### config.mk
export PLATFORM = sky130hd
export DESIGN_NAME = fir_mac_sequencer
export DESIGN_NICKNAME = d
export VERILOG_FILES = /design/src/rtl/fir_mac_sequencer.sv
export SDC_FILE = /design/constraint.sdc
export NUM_CORES = 1
export LEC_CHECK = 0
export CAP_MARGIN = 20
export CORE_MARGIN = 2
export CORE_UTILIZATION = 53
export CTS_CLUSTER_SIZE = 8
export DETAILED_ROUTE_END_ITERATION = 7
export GPL_TIMING_DRIVEN = 1
export PLACE_DENSITY = 0.81
export REMOVE_ABC_BUFFERS = 1
export SYNTH_ARGS = -nofsm -noshare
export SYNTH_HDL_FRONTEND = slang
export SYNTH_SLANG_ARGS = --single-unit
### constraint.sdc
create_clock -name CLK -period 13.4 [get_ports CLK]
set_input_delay 2.68 -clock CLK [delete_from_list [all_inputs] [get_ports CLK]]
set_output_delay 2.68 -clock CLK [all_outputs]
set_load 0.05 [all_outputs]
### src/rtl/fir_mac_sequencer.sv
// fir_mac_sequencer: drives a shared single-multiplier FIR MAC kernel.
// Takes one sample per handshake, issues NUM_TAPS products, returns the result.
//
// Ports
//   CLK, Reset           rising-edge clock, synchronous active-high reset
//   ap_start/ap_idle/    block control: start (sampled when idle), idle level,
//   ap_done/data_length  one-cycle done pulse, block length latched on start
//   ss_t*                input sample stream (slave)
//   sm_t*                filtered output stream (master)
//   tap_A/tap_Do         tap RAM read port, one cycle of read latency
//   k_en/k_first/k_x/    kernel operands and control for the current term
//   k_tap/k_y            plus the registered kernel accumulator
module fir_mac_sequencer #(
    parameter int NUM_TAPS = 11,
    parameter int DATA_W   = 32,
    parameter int ADDR_W   = 4
) (
    input  logic              CLK,
    input  logic              Reset,
    input  logic              ap_start,
    input  logic [31:0]       data_length,
    output logic              ap_idle,
    output logic              ap_done,
    input  logic              ss_tvalid,
    input  logic [DATA_W-1:0] ss_tdata,
    output logic              ss_tready,
    output logic              sm_tvalid,
    output logic [DATA_W-1:0] sm_tdata,
    input  logic              sm_tready,
    output logic [ADDR_W-1:0] tap_A,
    input  logic [DATA_W-1:0] tap_Do,
    output logic              k_en,
    output logic              k_first,
    output logic [DATA_W-1:0] k_x,
    output logic [DATA_W-1:0] k_tap,
    input  logic [DATA_W-1:0] k_y
);

    localparam int CNT_W = $clog2(NUM_TAPS + 1);
    localparam logic [CNT_W-1:0] LAST_TERM = CNT_W'(NUM_TAPS);
    localparam logic [CNT_W-1:0] ONE_TERM  = CNT_W'(1);

    typedef enum logic [2:0] {
        IDLE,
        WAIT_IN,
        MAC,
        CAPTURE,
        OUT,
        DONE
    } state_t;

    state_t            state;
    state_t            state_nx;

    logic [31:0]       len_q;
    logic [31:0]       count_q;
    logic [31:0]       count_nx;
    logic [CNT_W-1:0]  term_q;
    logic [DATA_W-1:0] shift_q [NUM_TAPS];
    logic [DATA_W-1:0] sm_data_q;
    logic              sm_valid_q;
    logic              last_term;

    assign count_nx  = count_q + 32'd1;
    assign last_term = (term_q == LAST_TERM);
    assign sm_tdata  = sm_data_q;
    assign sm_tvalid = sm_valid_q;

    // State register
    always_ff @(posedge CLK) begin
        if (Reset) begin
            state <= IDLE;
        end else begin
            state <= state_nx;
        end
    end

    // Next-state logic
    always_comb begin
        state_nx = state;
        unique case (state)
            IDLE: begin
                if (ap_start) begin
                    state_nx = (data_length == 32'd0) ? DONE : WAIT_IN;
                end
            end
            WAIT_IN: begin
                if (ss_tvalid) begin
                    state_nx = MAC;
                end
            end
            MAC: begin
                if (last_term) begin
                    state_nx = CAPTURE;
                end
            end
            CAPTURE: begin
                state_nx = OUT;
            end
            OUT: begin
                if (sm_tready) begin
                    state_nx = (count_nx == len_q) ? DONE : WAIT_IN;
                end
            end
            DONE: begin
                state_nx = IDLE;
            end
            default: begin
                state_nx = IDLE;
            end
        endcase
    end

    // Outputs decoded from state and term counter.
    // Term j addresses h[j]; the RAM answers a cycle later, so term j
    // multiplies h[j-1] by s[j-1] and no product is issued on term 0.
    always_comb begin
        ap_idle   = 1'b0;
        ap_done   = 1'b0;
        ss_tready = 1'b0;
        tap_A     = '0;
        k_en      = 1'b0;
        k_first   = 1'b0;
        k_x       = '0;
        k_tap     = '0;
        unique case (state)
            IDLE: begin
                ap_idle = 1'b1;
            end
            WAIT_IN: begin
                ss_tready = 1'b1;
            end
            MAC: begin
                if (!last_term) begin
                    tap_A = ADDR_W'(term_q);
                end
                if (term_q != '0) begin
                    k_en    = 1'b1;
                    k_first = (term_q == ONE_TERM);
                    k_tap   = tap_Do;
                    for (int i = 0; i < NUM_TAPS; i++) begin
                        if (term_q == CNT_W'(i + 1)) begin
                            k_x = shift_q[i];
                        end
                    end
                end
            end
            DONE: begin
                ap_done = 1'b1;
            end
            default: begin
            end
        endcase
    end

    // Datapath: block length, sample count, term counter, history, result
    always_ff @(posedge CLK) begin
        if (Reset) begin
            len_q      <= '0;
            count_q    <= '0;
            term_q     <= '0;
            sm_data_q  <= '0;
            sm_valid_q <= 1'b0;
            for (int i = 0; i < NUM_TAPS; i++) begin
                shift_q[i] <= '0;
            end
        end else begin
            unique case (state)
                IDLE: begin
                    if (ap_start) begin
                        len_q   <= data_length;
                        count_q <= '0;
                        for (int i = 0; i < NUM_TAPS; i++) begin
                            shift_q[i] <= '0;
                        end
                    end
                end
                WAIT_IN: begin
                    if (ss_tvalid) begin
                        for (int i = NUM_TAPS - 1; i > 0; i--) begin
                            shift_q[i] <= shift_q[i-1];
                        end
                        shift_q[0] <= ss_tdata;
                        term_q     <= '0;
                    end
                end
                MAC: begin
                    if (!last_term) begin
                        term_q <= term_q + ONE_TERM;
                    end
                end
                CAPTURE: begin
                    // k_y now holds the sum of the last term issued
                    sm_data_q  <= k_y;
                    sm_valid_q <= 1'b1;
                end
                OUT: begin
                    if (sm_tready) begin
                        sm_valid_q <= 1'b0;
                        count_q    <= count_nx;
                    end
                end
                DONE: begin
                end
                default: begin
                end
            endcase
        end
    end

endmodule

==> impl_metrics.yaml <==
synth:
  synthFlopType: "edfxtp_1"
  synth_area_per_cell_um2: 10.63
  syn_inst: 2011
  ys_seq_elements: 456
  synth_top_cell_area_share_pct: 49.46
  synth_edf_count: 352
  synth-seq-area-share_pct: 59.21
  synth_top_cells_by_count: "and2_1, edfxtp_1, nand2_1, a21oi_1, o21ai_0"
  synth.most_common_cell: "and2_1"
  async_flop_share_pct: 0
  synth_top_cell_by_area: "edfxtp_1"
  synth.area.top_cells: "edfxtp_1, and2_1, dfxtp_1"
  synth.cell_area_um2: 21370
  yosysWarnings: 0
  synth_cell_types: 57
critical_path:
  crit_start: "term_q[1]"
  r2r_cells: 5
  cp-endpoint: "k_x[20]"
  crit_path_end_kind: "output port"
  path_class: "reg2out"
  cp_data_required_time_ps: 10720
  rr_endpoint: "shift_q[0][284]"
  r2r-start: "state[0]"
  ff2ff_setup_slack_ps: 9790
  arrival_ps: 4760
  crit_fanout: 57
  critPathLaunchType: "flip-flop"
sta:
  clock_skew_ps: 17.39
  hold_ws_ps: 451.2
  slew_headroom_pct: 22.96
  grt_setup_unrepaired: "no"
  hold_viol: 0
  setup_viol: 0
  period_minus_slack_ps: 7435
  final.period_utilization_pct: 55.49
  finalSetupTns_ps: 0
  setup_slack_ps: 5965
  tightest_slew_ps: 1153
  drv_slew: 0
  fmaxAchievable_ghz: 0.1345
status:
  outcome: "finished clean"
die:
  core_region_area_um2: 39730
  fp.dieH_um: 204.8
  rows: 73
  dieWidth_um: 204.8
  dieArea_um2: 41940
  start_util_pct: 53.78
  boundaryPins: 239
clocking:
  path_clk_slew_ps: 50
  clk_path_buf_depth: 3
  cts_tree: "done"
  cts_root_buf: "clkbuf_16"
  hold_buffers: 0
  cts_buffers: 66
  cts_resized: 0
  cts-htree-levels: 3
  post_cts_buffers: 0
  cts_sinks: 456
  clock_latency_ps: 570
power_and_ir_drop:
  ir_drop_uv: 95.79
  total_power_mw: 3.790
  p_leak_nw: 9.323
  p_per_area_nw_per_um2: 146.5
drt:
  dr.first_iter.drc_count: 1340
  first_pass_iters: 5
  post_drt_wl_per_cell_um: 19.20
  ant_nets: 0
  vias_per_cell: 5.962
  post-route-drc-count: 0
  routed_wl_mm: 52.30
  dr_total_vias: 16241
global_route:
  antenna_found_initial: 1
  grt_pass1_wl_mm: 83.86
  grtUsageTotal_pct: 24.96
  grt_start_max_net_pins: 174
  grt-ovfl-total: 0
  first_global_vias: 16083
run:
  cap_violations: 0
placement:
  dpl_worst_slack_ps: 6516
  dp_hpwl_mm: 32.62
  port_buffers: 238
  gp_congestion: 0.9026
final_layout:
  fin_nets: 2321
  drive_above_1_share_pct: 5.778
  area_delta_synth_final_pct: 21.08
worst_hold_path:
  hp-class: "reg2reg"
-- through the flow --
stage | utilization (%) | std cells | instance area [µm²]
floorplan | - | 1849 | 20740
global placement | 60.38 | 2635 | 23990
detailed placement | 60.45 | 2636 | 24020
CTS | 64.89 | 2719 | 25780
global route | 65.12 | 2724 | 25870
finish | 65.12 | 2724 | 25870
-- cells in the final DEF, fill, tap and decap left out, drive strengths merged, types with 2 or more instances in the layout --
cell type / instances
xnor2: 26
o211ai: 3
inv: 12
or4: 3
ha: 5
clkbuf: 77
a21oi: 162
a311oi: 7
o21ai: 153
a31oi: 3
nand4: 20
and3b: 2
or3: 7
nand2b: 8
o22ai: 33
a211oi: 2
a221oi: 55
clkdlybuf4s50: 237
nand3: 20
o2111ai: 23
a2111oi: 2
xor2: 21
nor2b: 7
and2: 366
a22oi: 45
nor3: 24
o32ai: 2
nor3b: 7
and3: 39
nand2: 238
a21o: 3
nor4: 17
and4: 5
edfxtp: 352
nor2: 69
buf: 29
dfxtp: 104
-- where the power goes --
part / internal [mW] / switching [mW] / total [mW]
sequential: 1.81 / 0.120 / 1.93
combinational: 0.133 / 0.265 / 0.398
clock: 0.883 / 0.576 / 1.46
total: 2.83 / 0.961 / 3.79
-- metal layers --
layer,vias to the layer above,part of all wire (%),GRT usage (%)
met3,110,7.1,5.170
li1,7597,-,-
met5,-,0,0
met1,7926,40,31.78
met4,0,3.0,10.22
met2,608,50,41.61
-- worst max-delay path, cell delays in order, from the launching register on --
cell	delay, ps
dfxtp_1	400
inv_1	110
ha_1	250
nand2_2	70
buf_4	520
nand2_1	780
nor2_1	870
nand2_1	150
o21ai_0	210
a21oi_1	90
clkdlybuf4s50_1	720
-- area by class of cell --
cell class / instances / area, µm²
clock buffer: 77 / 1693
antenna: 1 / 2.502
tap: 525 / 656.9
inverter: 7 / 26.28
clock inverter: 6 / 71.32
multi-input combinational: 1386 / 8090
timing repair buffer: 266 / 2683
sequential: 456 / 12650
fill: 2944 / 13860
-- flip-flops by register name, summed over array words and instances (netlist names) --
name,cells
count_q,32
len_q,32
shift_q,352
sm_tdata,32
sm_tvalid,1
state,3
term_q,4
-- cell families (layout without fill, tap and decap cells) --
| group | after synthesis | after routing | synth area share (%) |
|---|---|---|---|
| buffers and inverters | 169 | 356 | 3.086 |
| other | 0 | 1 | 0 |
| AOI/OAI and AO/OA | 498 | 498 | 14.19 |
| xor gates and xnor gates | 47 | 47 | 1.926 |
| DFF | 456 | 456 | 59.21 |
| and+or+nand+nor | 835 | 835 | 21.24 |
| adders and majority gates | 5 | 5 | 0.2928 |
| muxes | 1 | 1 | 0.05269 |
-- worst min path at each step --
stage,from,to,slack [ps],cells past startpoint
global route,sm_tdata[31],sm_tdata[31],470,2
detailed placement,sm_tdata[31],sm_tdata[31],450,2
floorplan,len_q[0],len_q[0],440,2
CTS,sm_tdata[31],sm_tdata[31],450,2
finish,sm_tdata[31],sm_tdata[31],450,2
global placement,sm_tdata[23],sm_tdata[23],440,2
Note: power is estimated with default switching activity, not from simulation.
